==> src/rtl/inst_encoder_loader_if.sv <==
// Stream/memory bundle for the RV32I instruction encoder and program loader.
// master = beat source and instruction memory side, slave = the loader.
interface inst_encoder_loader_if #(
    parameter int ADDR_W = 8
);
    logic              start;
    logic [ADDR_W-1:0] base_addr;
    logic              in_valid;
    logic              in_ready;
    logic              in_last;
    logic [2:0]        inst_type;
    logic [6:0]        opcode;
    logic [2:0]        funct3;
    logic [6:0]        funct7;
    logic [4:0]        rs1;
    logic [4:0]        rs2;
    logic [4:0]        rd;
    logic [31:0]       imm;
    logic              mem_we;
    logic [ADDR_W-1:0] mem_addr;
    logic [31:0]       mem_wdata;
    logic              mem_ready;
    logic              busy;
    logic              done;
    logic [ADDR_W:0]   count;
    logic              err;

    modport master (
        output start, base_addr, in_valid, in_last, inst_type, opcode, funct3,
               funct7, rs1, rs2, rd, imm, mem_ready,
        input  in_ready, mem_we, mem_addr, mem_wdata, busy, done, count, err
    );

    modport slave (
        input  start, base_addr, in_valid, in_last, inst_type, opcode, funct3,
               funct7, rs1, rs2, rd, imm, mem_ready,
        output in_ready, mem_we, mem_addr, mem_wdata, busy, done, count, err
    );
endinterface

==> src/rtl/inst_encoder_loader.sv <==
// Packs decoded RV32I fields into instruction words and writes them sequentially
// into instruction memory. Optional immediate range check: INST_ENC_RANGE_CHECK_EN.
module inst_encoder_loader #(
    parameter int ADDR_W   = 8,
    parameter int MAX_INST = 256
) (
    input logic                 clk,
    input logic                 rst_n,
    inst_encoder_loader_if.slave bus
);
    typedef enum logic [1:0] {
        IDLE  = 2'b00,
        LOAD  = 2'b01,
        DRAIN = 2'b10
    } state_t;

    localparam logic [ADDR_W:0]   MAX_CNT  = (ADDR_W + 1)'(MAX_INST);
    localparam logic [ADDR_W-1:0] ADDR_ONE = {{(ADDR_W-1){1'b0}}, 1'b1};
    localparam logic [ADDR_W:0]   CNT_ONE  = {{ADDR_W{1'b0}}, 1'b1};

    state_t            state_r;
    logic [ADDR_W-1:0] addr_ptr_r;
    logic [ADDR_W:0]   count_r;
    logic              mem_we_r;
    logic [ADDR_W-1:0] mem_addr_r;
    logic [31:0]       mem_wdata_r;
    logic              done_r;
    logic              err_r;

    logic              in_ready_s;
    logic              accept_s;
    logic [ADDR_W:0]   count_nxt_s;
    logic [31:0]       enc_word_s;

    function automatic logic [31:0] encode_inst(
        input logic [2:0]  inst_type,
        input logic [6:0]  opcode,
        input logic [2:0]  funct3,
        input logic [6:0]  funct7,
        input logic [4:0]  rs1,
        input logic [4:0]  rs2,
        input logic [4:0]  rd,
        input logic [31:0] imm
    );
        logic [31:0] word;
        case (inst_type)
            3'b000:  word = {imm[11:0], rs1, funct3, rd, opcode};
            3'b001:  word = {imm[11:5], rs2, rs1, funct3, imm[4:0], opcode};
            3'b010:  word = {funct7, rs2, rs1, funct3, rd, opcode};
            3'b011:  word = {imm[12], imm[10:5], rs2, rs1, funct3, imm[4:1], imm[11], opcode};
            default: word = {imm[20], imm[10:1], imm[11], imm[19:12], rd, opcode};
        endcase
        return word;
    endfunction

`ifdef INST_ENC_RANGE_CHECK_EN
    // Bits above the format's sign bit must all equal it; branch/jump offsets must be even.
    function automatic logic imm_in_range(input logic [2:0] inst_type, input logic [31:0] imm);
        logic ok;
        case (inst_type)
            3'b000, 3'b001: ok = (imm[31:11] == {21{imm[31]}});
            3'b010:         ok = 1'b1;
            3'b011:         ok = (imm[31:12] == {20{imm[31]}}) && !imm[0];
            default:        ok = (imm[31:20] == {12{imm[31]}}) && !imm[0];
        endcase
        return ok;
    endfunction
`else
    logic unused_imm_s;
    assign unused_imm_s = ^bus.imm[31:21];
`endif

    // Accept a beat only in LOAD when the one-entry output register is free or draining now.
    always_comb begin
        in_ready_s = 1'b0;
        if (state_r == LOAD) begin
            in_ready_s = !mem_we_r || bus.mem_ready;
        end else begin
            in_ready_s = 1'b0;
        end
    end

    assign accept_s    = in_ready_s && bus.in_valid;
    assign count_nxt_s = count_r + CNT_ONE;
    assign enc_word_s  = encode_inst(bus.inst_type, bus.opcode, bus.funct3, bus.funct7,
                                     bus.rs1, bus.rs2, bus.rd, bus.imm);

    // Session FSM with the memory write register and status outputs.
    always_ff @(posedge clk or negedge rst_n) begin
        if (!rst_n) begin
            state_r     <= IDLE;
            addr_ptr_r  <= {ADDR_W{1'b0}};
            count_r     <= {(ADDR_W+1){1'b0}};
            mem_we_r    <= 1'b0;
            mem_addr_r  <= {ADDR_W{1'b0}};
            mem_wdata_r <= 32'h0000_0000;
            done_r      <= 1'b0;
            err_r       <= 1'b0;
        end else begin
            done_r <= 1'b0;
            case (state_r)
                IDLE: begin
                    if (bus.start) begin
                        state_r    <= LOAD;
                        addr_ptr_r <= bus.base_addr;
                        count_r    <= {(ADDR_W+1){1'b0}};
                        err_r      <= 1'b0;
                    end
                end
                LOAD: begin
                    if (accept_s) begin
                        mem_we_r    <= 1'b1;
                        mem_addr_r  <= addr_ptr_r;
                        mem_wdata_r <= enc_word_s;
                        addr_ptr_r  <= addr_ptr_r + ADDR_ONE;
                        count_r     <= count_nxt_s;
`ifdef INST_ENC_RANGE_CHECK_EN
                        if (!imm_in_range(bus.inst_type, bus.imm)) begin
                            err_r <= 1'b1;
                        end
`endif
                        // A full session ends like an explicit last beat.
                        if (bus.in_last || (count_nxt_s == MAX_CNT)) begin
                            state_r <= DRAIN;
                        end
                    end else if (mem_we_r && bus.mem_ready) begin
                        mem_we_r <= 1'b0;
                    end
                end
                DRAIN: begin
                    if (!mem_we_r || bus.mem_ready) begin
                        mem_we_r <= 1'b0;
                        state_r  <= IDLE;
                        done_r   <= 1'b1;
                    end
                end
                default: begin
                    state_r  <= IDLE;
                    mem_we_r <= 1'b0;
                end
            endcase
        end
    end

    assign bus.in_ready  = in_ready_s;
    assign bus.mem_we    = mem_we_r;
    assign bus.mem_addr  = mem_addr_r;
    assign bus.mem_wdata = mem_wdata_r;
    assign bus.busy      = (state_r != IDLE);
    assign bus.done      = done_r;
    assign bus.count     = count_r;
    assign bus.err       = err_r;
endmodule

==> src/flat_wrapper.sv <==
// flat-port wrapper written by rule: the top's interface ports become plain ports
module inst_encoder_loader_flat 
#(
    parameter int ADDR_W   = 8,
    parameter int MAX_INST = 256
)
  (clk, rst_n, bus_start, bus_base_addr, bus_in_valid, bus_in_last, bus_inst_type, bus_opcode, bus_funct3, bus_funct7, bus_rs1, bus_rs2, bus_rd, bus_imm, bus_mem_ready, bus_in_ready, bus_mem_we, bus_mem_addr, bus_mem_wdata, bus_busy, bus_done, bus_count, bus_err);
  inst_encoder_loader_if #(.ADDR_W(ADDR_W)) bus_i ();
  input logic clk;
  input logic rst_n;
  input wire logic [$bits(bus_i.start)-1:0] bus_start;
  input wire logic [$bits(bus_i.base_addr)-1:0] bus_base_addr;
  input wire logic [$bits(bus_i.in_valid)-1:0] bus_in_valid;
  input wire logic [$bits(bus_i.in_last)-1:0] bus_in_last;
  input wire logic [$bits(bus_i.inst_type)-1:0] bus_inst_type;
  input wire logic [$bits(bus_i.opcode)-1:0] bus_opcode;
  input wire logic [$bits(bus_i.funct3)-1:0] bus_funct3;
  input wire logic [$bits(bus_i.funct7)-1:0] bus_funct7;
  input wire logic [$bits(bus_i.rs1)-1:0] bus_rs1;
  input wire logic [$bits(bus_i.rs2)-1:0] bus_rs2;
  input wire logic [$bits(bus_i.rd)-1:0] bus_rd;
  input wire logic [$bits(bus_i.imm)-1:0] bus_imm;
  input wire logic [$bits(bus_i.mem_ready)-1:0] bus_mem_ready;
  output wire logic [$bits(bus_i.in_ready)-1:0] bus_in_ready;
  output wire logic [$bits(bus_i.mem_we)-1:0] bus_mem_we;
  output wire logic [$bits(bus_i.mem_addr)-1:0] bus_mem_addr;
  output wire logic [$bits(bus_i.mem_wdata)-1:0] bus_mem_wdata;
  output wire logic [$bits(bus_i.busy)-1:0] bus_busy;
  output wire logic [$bits(bus_i.done)-1:0] bus_done;
  output wire logic [$bits(bus_i.count)-1:0] bus_count;
  output wire logic [$bits(bus_i.err)-1:0] bus_err;
  assign bus_i.start = bus_start;
  assign bus_i.base_addr = bus_base_addr;
  assign bus_i.in_valid = bus_in_valid;
  assign bus_i.in_last = bus_in_last;
  assign bus_i.inst_type = bus_inst_type;
  assign bus_i.opcode = bus_opcode;
  assign bus_i.funct3 = bus_funct3;
  assign bus_i.funct7 = bus_funct7;
  assign bus_i.rs1 = bus_rs1;
  assign bus_i.rs2 = bus_rs2;
  assign bus_i.rd = bus_rd;
  assign bus_i.imm = bus_imm;
  assign bus_i.mem_ready = bus_mem_ready;
  assign bus_in_ready = bus_i.in_ready;
  assign bus_mem_we = bus_i.mem_we;
  assign bus_mem_addr = bus_i.mem_addr;
  assign bus_mem_wdata = bus_i.mem_wdata;
  assign bus_busy = bus_i.busy;
  assign bus_done = bus_i.done;
  assign bus_count = bus_i.count;
  assign bus_err = bus_i.err;
  inst_encoder_loader #(.ADDR_W(ADDR_W), .MAX_INST(MAX_INST)) u_core (.clk(clk), .rst_n(rst_n), .bus(bus_i));
endmodule
==> config.mk <==
export PLATFORM = sky130hd
export DESIGN_NAME = inst_encoder_loader_flat
export DESIGN_NICKNAME = d
export VERILOG_FILES = /design/src/rtl/inst_encoder_loader_if.sv /design/src/rtl/inst_encoder_loader.sv /design/src/flat_wrapper.sv
export SDC_FILE = /design/constraint.sdc
export NUM_CORES = 1
export LEC_CHECK = 0
export CAP_MARGIN = 20
export CORE_UTILIZATION = 46
export CTS_BUF_LIST = sky130_fd_sc_hd__clkbuf_2
export DETAILED_ROUTE_END_ITERATION = 8
export GPL_TIMING_DRIVEN = 0
export HOLD_SLACK_MARGIN = 0.1
export PLACE_DENSITY = 0.87
export SETUP_SLACK_MARGIN = 0.2
export SLEW_MARGIN = 20
export SYNTH_ARGS = -nofsm -noshare
export SYNTH_HDL_FRONTEND = slang
export SYNTH_SLANG_ARGS = --single-unit
export TNS_END_PERCENT = 50
==> constraint.sdc <==
create_clock -name clk -period 5.6 [get_ports clk]
set_input_delay 1.12 -clock clk [delete_from_list [all_inputs] [get_ports clk]]
set_output_delay 1.12 -clock clk [all_outputs]
set_load 0.01 [all_outputs]
* After elaboration in Yosys (flattened, before gate mapping) *
Cells that the tools add are included.

storage, ports and cells
  bits in registers = 61
  bits of input ports = 81
  output and inout port bits = 54
  logic and storage cells = 53

cells by class
  add/subtract/negate cells = 2
  equal/unequal tests = 11
  multiplexer cells = 19
  bitwise operators = 1
  reductions and logical operators = 13

operators by type and width
  cell                                            count
  one-hot mux 32 bit (4 select lines)             1
  two-way mux 9 bit                               2
  one-hot mux 9 bit (2 select lines)              1
  two-way mux 8 bit                               2
  one-hot mux 8 bit (2 select lines)              1
  adder 9 x 1 -> 9 bit (second input constant)    1
  == test 9 bit (second input constant)           1
  adder 8 x 1 -> 8 bit (second input constant)    1
  two-way mux 2 bit                               4
  == test 3 x 2 -> 1 bit (second input constant)  2
  two-way mux 1 bit                               6
  one-hot mux 2 bit (3 select lines)              1
  AND reduction 3 bit                             2
  != test 2 x 1 -> 1 bit (second input constant)  2
  != test 2 bit (second input constant)           2
  AND reduction 4 bit                             1
  nonzero test 2 bit                              2
  == test 3 x 1 -> 1 bit (second input constant)  1
  zero test 3 bit                                 1
  != test 3 x 2 -> 1 bit (second input constant)  1
  one-hot mux 1 bit (3 select lines)              1
  == test 2 x 1 -> 1 bit (second input constant)  1
  == test 2 bit (second input constant)           1
  logical AND 1 bit                               2
  other kinds (5)                                 6

* Logic depth before layout (Yosys ltp) *
Gate-level depths: netlist of run 1.

  depth after elaboration = 6
  gate-level depth with buffers = 8
  gate-level depth less buffers = 6

* Worst setup path after synthesis of run 1 *
No wires, ideal clock.

  path kind = input to output
  from = input bus_mem_ready
  to = output bus_in_ready
  arrival = 1.468 ns
  required time = 4.480 ns
  setup slack = 3.012 ns
  stages = 2
  buffers on the path = 0
  cell sequence = nand2b_1 > and2_1

between the ends
  word-level cells in the longest chain between the ends = 2

ends and longest elaborated chain
  item                RTL line                   source
  start: declaration  flat_wrapper.sv:23         input wire logic [$bits(bus_i.mem_ready)-1:0] bus_mem_ready;
  logical OR 1 bit    inst_encoder_loader.sv:77  in_ready_s = !mem_we_r || bus.mem_ready;
  two-way mux 1 bit   inst_encoder_loader.sv:76  if (state_r == LOAD) begin
  end: declaration    flat_wrapper.sv:24         output wire logic [$bits(bus_i.in_ready)-1:0] bus_in_ready;

Every way passes these cells.

* Worst setup path after layout of run 1 *
Same ends and word-level chain as after synthesis.

==> impl_metrics.json, run 1 <==
{
  "highest_layer": "met4",
  "netlist_area_mm2": 0.00300,
  "crit_family": "buffers and inverters",
  "dieHeight_um": 82.7,
  "final_nets": 551,
  "route.met3.wl_um": 835,
  "power_density_mw_per_mm2": 445,
  "synthTopCellsByCount": "88 x nand2_1, 61 x dfrtp_1, 44 x o21ai_0",
  "status": "completed",
  "via_count": 2939,
  "worstSkewPairLatency_ps": 470,
  "synth-main-ff-cell": "dfrtp_1",
  "rsz0062_at_grt": "false",
  "cpPeakStageDelay_ps": 530,
  "cts_max_level": 3,
  "tightest_slew_ps": 648,
  "grt_pass1_wl_um": 12100,
  "crit_buf_inv": 2,
  "synthArstFlopShare_pct": 100,
  "cp_data_arrival_time_ps": 2470,
  "cts_resized": 0,
  "crit_chain": "clkdlybuf4s50_1, nand2b_1, and2_1, clkdlybuf4s50_1",
  "crit_slowest_cell": "clkdlybuf4s50_1",
  "core_area_mm2": 0.00631,
  "syn_inst": 334,
  "maxCapViolCount": 0,
  "cp_num_cells": 4,
  "seq_area_frac_synth_pct": 50.9,
  "rows": 29,
  "ant_nets": 0,
  "slew_violations": 0,
  "cp_common_cell": "clkdlybuf4s50_1",
  "gp_congestion": 0.862,
  "min_path_type": "in -> async",
  "via_per_inst": 5.35,
  "drt-initial-drc-count": 191,
  "dr.pass1.iters": 4,
  "setup_violations": 0,
  "synth_enable_flop_cells": 0,
  "holdBufCountCts": 0,
  "crit-reg2reg-capture": "u_core.state_r[0]$_DFFE_PN0P_",
  "drive_gt1_share_pct": 5.51,
  "synth_seq_cells": 61,
  "die_area_mm2": 0.00685,
  "synth.area.top_cells": "dfrtp_1 51%, nand2_1 11%, mux2i_1 8.3%",
  "path_clk_slew_ps": 170,
  "crit_type": "in -> out",
  "post-dp-hpwl_um": 6200,
  "num_io_pins": 135,
  "yosysUniqueCellTypes": 35,
  "synth.most_common_cell": "nand2_1",
  "io_buffers": 121,
  "post-route-period-util_pct": 64.1,
  "r2r_setup_slack_ps": 3300,
  "overflow": 0,
  "area_growth_pct": 48.5,
  "cts_tree": "done",
  "startpoint_type": "primary input",
  "grtUsageTotal_pct": 23.7,
  "die_w_um": 82.7,
  "ff2ff_path_depth": 7,
  "power_mw": 1.98,
  "finClkSkew_ps": 17.1,
  "initial_core_util_pct": 47.5,
  "clock_sinks": 61,
  "synth_top_area_share_pct": 50.9,
  "hold_viol_final": 0,
  "drcViolationCount": 0,
  "finalCriticalPeriod_ps": 3590,
  "wl_met1_um": 3250,
  "first_global_vias": 2660,
  "grt_max_degree": 45,
  "clock.fmax_mhz": 279,
  "insertedDiodeCount": 0,
  "cts-root-buf": "clkbuf_2",
  "yosysTopAreaCell": "dfrtp_1",
  "wl_met2_um": 3980,
  "tns_ps": 0,
  "antenna_found_initial": 0,
  "wl_um": 8130,
  "ir_worst_vdd_v": 0.000278,
  "cp-end-kind": "output pin",
  "clock_path_buffers": 2,
  "slew_headroom_pct": 56.8,
  "worstPathMaxFanout": 5,
  "numCtsBuffers": 9,
  "post-cts-setup-buffers": 0,
  "r2r-start": "u_core.bus.count[0]$_DFFE_PN0P_",
  "wire_per_inst_um": 14.8,
  "ys.warnings.count": 0,
  "avgSynthCellArea_um2": 8.98,
  "synth_fp_nets": 418,
  "required_ps": 4480,
  "power.leakage_nw": 2.01
}
==> state kept, by name, summed over array words and instances (netlist names) <==
name and count:
u_core.bus.mem_wdata 32, u_core.bus.count 9, u_core.addr_ptr_r 8, u_core.bus.mem_addr 8, u_core.state_r 2, u_core.bus.done 1, u_core.bus.mem_we 1
==> layout make-up <==
type	count	area, µm²
fill	523	1860
sequential	61	1530
multi-input combinational	247	1360
timing repair buffer	122	1230
buffer	24	105
tap	77	96.3
clock inverter	5	75.1
clock buffer	11	55.1
inverter	2	7.51
==> through the flow <==
stage                     instance area [µm²]  setup WS [ps]  hold slack, ps  utilization [%]  std cells
final                                    4450           2010             478             70.6        549
after global routing                     4450           1950             465             70.6        549
after CTS                                4450           2000             464             70.6        549
after detailed placement                 4320           2000             462             68.5        533
after global placement                   4310           1480             458             68.2        532
after floorplan                          3000           3010             461                -        334
==> worst max-delay path by stage <==
stage	start	endpoint
2_1_floorplan	bus_mem_ready	bus_in_ready
3_3_place_gp	rst_n	u_core.bus.mem_wdata[26]$_DFFE_PN0P_
3_5_place_dp	bus_mem_ready	bus_in_ready
4_1_cts	bus_mem_ready	bus_in_ready
5_1_grt	bus_mem_ready	bus_in_ready
6_report	bus_mem_ready	bus_in_ready
==> cell families after synthesis <==
family	synth area share, %
XOR/XNOR	0.876
multiplexers	8.34
AND/OR/NAND/NOR	20.0
adder cells (fa/ha/maj)	1.25
AO/OA/AOI/OAI	14.7
flip-flops	50.9
buffers and inverters	3.75
other	0.125
==> cells in the final DEF (no fill, tap or decap), types with 2 or more instances in the layout <==
cell	instances
clkdlybuf4s50_1	120
and4_1	2
nand4_1	3
xor2_1	2
mux2i_1	25
and2_1	4
ha_1	3
dfrtp_1	61
and3_1	5
clkbuf_2	11
a21oi_1	16
nor2b_1	2
clkinv_2	3
nand2_1	88
nand2b_1	3
nor2_1	13
o21ai_0	44
inv_1	2
buf_1	2
o22a_1	3
buf_4	4
nand3_1	12
a211oi_1	2
o22ai_1	3
buf_2	3
bufinv_16	2
clkbuf_1	16
a31oi_1	6
==> power breakdown <==
group	internal, mW	switching (mW)	leakage [nW]	total, mW
clock	0.150	0.156	0.0857	0.306
combinational	0.474	0.446	1.16	0.920
sequential	0.622	0.132	0.761	0.754
total	1.25	0.735	2.01	1.98
==> worst reg2reg max path, delay by kind of cell, from the launching register on <==
| family | cells | cell delay [ps] |
|---|---|---|
| adder cells (fa/ha/maj) | 1 | 270 |
| flip-flops | 1 | 520 |
| AO/OA/AOI/OAI | 3 | 510 |
| AND/OR/NAND/NOR | 2 | 710 |
| buffers and inverters | 1 | 220 |
==> layer usage <==
layer  GRT usage (%)  vias to the layer above
li1                -                     1411
met1            28.1                     1398
met2            41.6                      124
met3            5.38                        6
met4            9.14                        0
met5               0                        -
No activity file was read; power rests on OpenSTA's default activity.
==> run 2: changes to the inputs <==
- CORE_UTILIZATION: 46 -> 39
- PLACE_DENSITY: 0.87 -> 0.79
- clock period: 5.6 -> 3.26 ns (I/O delays scaled with it)
==> run 2 against run 1 <==
- register-to-register slack got worse by 2400 ps
- core utilization decreased by 8.5 points
- combinational power increased by 71%
- cell area is 2.1% higher
- routed wire length is 3.0% higher
- total power is 80% higher
- die area rose by 18%
- clock skew grew 12 ps
==> impl_metrics.json, run 2 (synthesis results as in run 1) <==
{
  "gp_congestion": 0.835,
  "via_per_inst": 5.11,
  "crit_buf_inv": 2,
  "min_path_type": "reg -> reg",
  "post-dp-hpwl_um": 6270,
  "initial_core_util_pct": 40.9,
  "worstSkewPairLatency_ps": 480,
  "required_ps": 2610,
  "grt_max_degree": 45,
  "path_clk_slew_ps": 190,
  "finClkSkew_ps": 29.4,
  "drive_gt1_share_pct": 5.51,
  "antenna_found_initial": 0,
  "dpl-instance-area_mm2": 0.00436,
  "rsz0062_at_grt": "false",
  "cp_common_cell": "clkdlybuf4s50_1",
  "crit_slowest_cell": "clkdlybuf4s50_1",
  "hold_viol_final": 0,
  "tns_ps": 0,
  "core_area_mm2": 0.00733,
  "numCtsBuffers": 9,
  "worstPathMaxFanout": 5,
  "setup_violations": 0,
  "overflow": 0,
  "route.met3.wl_um": 620,
  "dr.pass1.iters": 4,
  "slew_headroom_pct": 53.7,
  "cpPeakStageDelay_ps": 530,
  "maxCapViolCount": 0,
  "ant_nets": 0,
  "drcViolationCount": 0,
  "final_common_cell": "clkdlybuf4s50_1",
  "largest_register_ffs": 32,
  "ir_worst_vdd_v": 0.000281,
  "seq_area_mm2": 0.00153,
  "grtUsageTotal_pct": 21.0,
  "wl_met1_um": 3610,
  "wl_met2_um": 4030,
  "insertedDiodeCount": 0,
  "crit_type": "in -> out",
  "io_buffers": 121,
  "dieHeight_um": 89.7,
  "drt-initial-drc-count": 112,
  "die_w_um": 89.7,
  "area_growth_pct": 51.6,
  "cp_data_arrival_time_ps": 2010,
  "finalCriticalPeriod_ps": 2670,
  "wl_um": 8370,
  "cts-root-buf": "clkbuf_2",
  "num_io_pins": 135,
  "layout_common_cells": "120 x clkdlybuf4s50_1, 88 x nand2_1, 61 x dfrtp_1, 44 x o21ai_0, 25 x mux2i_1",
  "post-route-cell-area_mm2": 0.00455,
  "n_fill_cell": 631,
  "power_density_mw_per_mm2": 783,
  "power_mw": 3.56,
  "post-route-period-util_pct": 81.8,
  "clock.fmax_mhz": 375,
  "clock_path_buffers": 2,
  "power.leakage_nw": 2.03,
  "die_area_mm2": 0.00805,
  "cts_max_level": 3,
  "clock_sinks": 61,
  "cts_resized": 0,
  "slew_violations": 0,
  "crit_chain": "clkdlybuf4s50_1, nand2b_1, and2_1, clkdlybuf4s50_1",
  "startpoint_type": "primary input",
  "rows": 31,
  "cts_tree": "done",
  "crit_family": "buffers and inverters",
  "grt_pass1_wl_um": 12600,
  "status": "completed",
  "first_global_vias": 2774,
  "via_count": 2919,
  "highest_layer": "met4",
  "wire_per_inst_um": 14.7,
  "cp-end-kind": "output pin",
  "tightest_slew_ps": 694,
  "final_nets": 551,
  "multi_input_area_mm2": 0.00136
}
run 2: changes by cell type in the layout (fill, tap and decap cells not counted), sizes merged:
cell	previous run	this run
clkbuf	27	24
clkinvlp	0	1
bufinv	2	4
dlygate4sd3	0	1
clkinv	3	2
run 2: per-layer routing:
metal  track usage, %  up-vias
li1                 -     1423
met3             4.66       10
met2             36.4      102
met1             25.1     1384
met5                0        -
met4             9.09        0
run 2: final timing paths:
path	from	slack, ps	to	depth (start not counted)
min reg2reg	u_core.bus.mem_addr[7]$_DFFE_PN0P_	500	u_core.bus.mem_addr[7]$_DFFE_PN0P_	2
max in group asynchronous	rst_n	2180	u_core.bus.mem_wdata[12]$_DFFE_PN0P_	3
max reg2reg	u_core.bus.count[0]$_DFFE_PN0P_	930	u_core.state_r[0]$_DFFE_PN0P_	7
min	u_core.bus.mem_addr[7]$_DFFE_PN0P_	500	u_core.bus.mem_addr[7]$_DFFE_PN0P_	2
max	bus_mem_ready	590	bus_in_ready	4
min in group asynchronous	rst_n	550	u_core.bus.done$_DFF_PN0_	2
run 2: tightest hold or removal path: stages (launching register included):
cell	delay [ps]
dfrtp_1	380
nand2_1	50
nand2_1	50
run 2: repair_timing:
| item | CTS | global route |
|---|---|---|
| setup buffers | 0 | 0 |
| hold endpoints to repair | 17 | 0 |
| hold buffers | 1 | 0 |
| setup endpoints to repair | 0 | 1 |
run 2: through the flow:
stage / cells / util [%] / hold slack (ps) / worst slack [ps]
2_1_floorplan: 334 / - / 356 / 1160
3_3_place_gp: 554 / 59.1 / 461 / -471
3_5_place_dp: 555 / 59.5 / 462 / 458
4_1_cts: 572 / 62.1 / 505 / 246
5_1_grt: 571 / 62.0 / 524 / 465
6_report: 571 / 62.0 / 498 / 594
run 2: power breakdown:
part	switching, mW	internal (mW)
Clock	0.288	0.405
Combinational	0.761	0.813
Sequential	0.227	1.07
Total	1.28	2.29
run 2: layout make-up:
cell class,instances,area share [%]
inverters,2,0.165
well taps,99,2.72
multi-input cells,247,29.9
clock inverters,7,3.03
clock buffers,9,0.990
flip-flops and latches,61,33.6
repair buffers,123,27.4
plain buffers,23,2.23
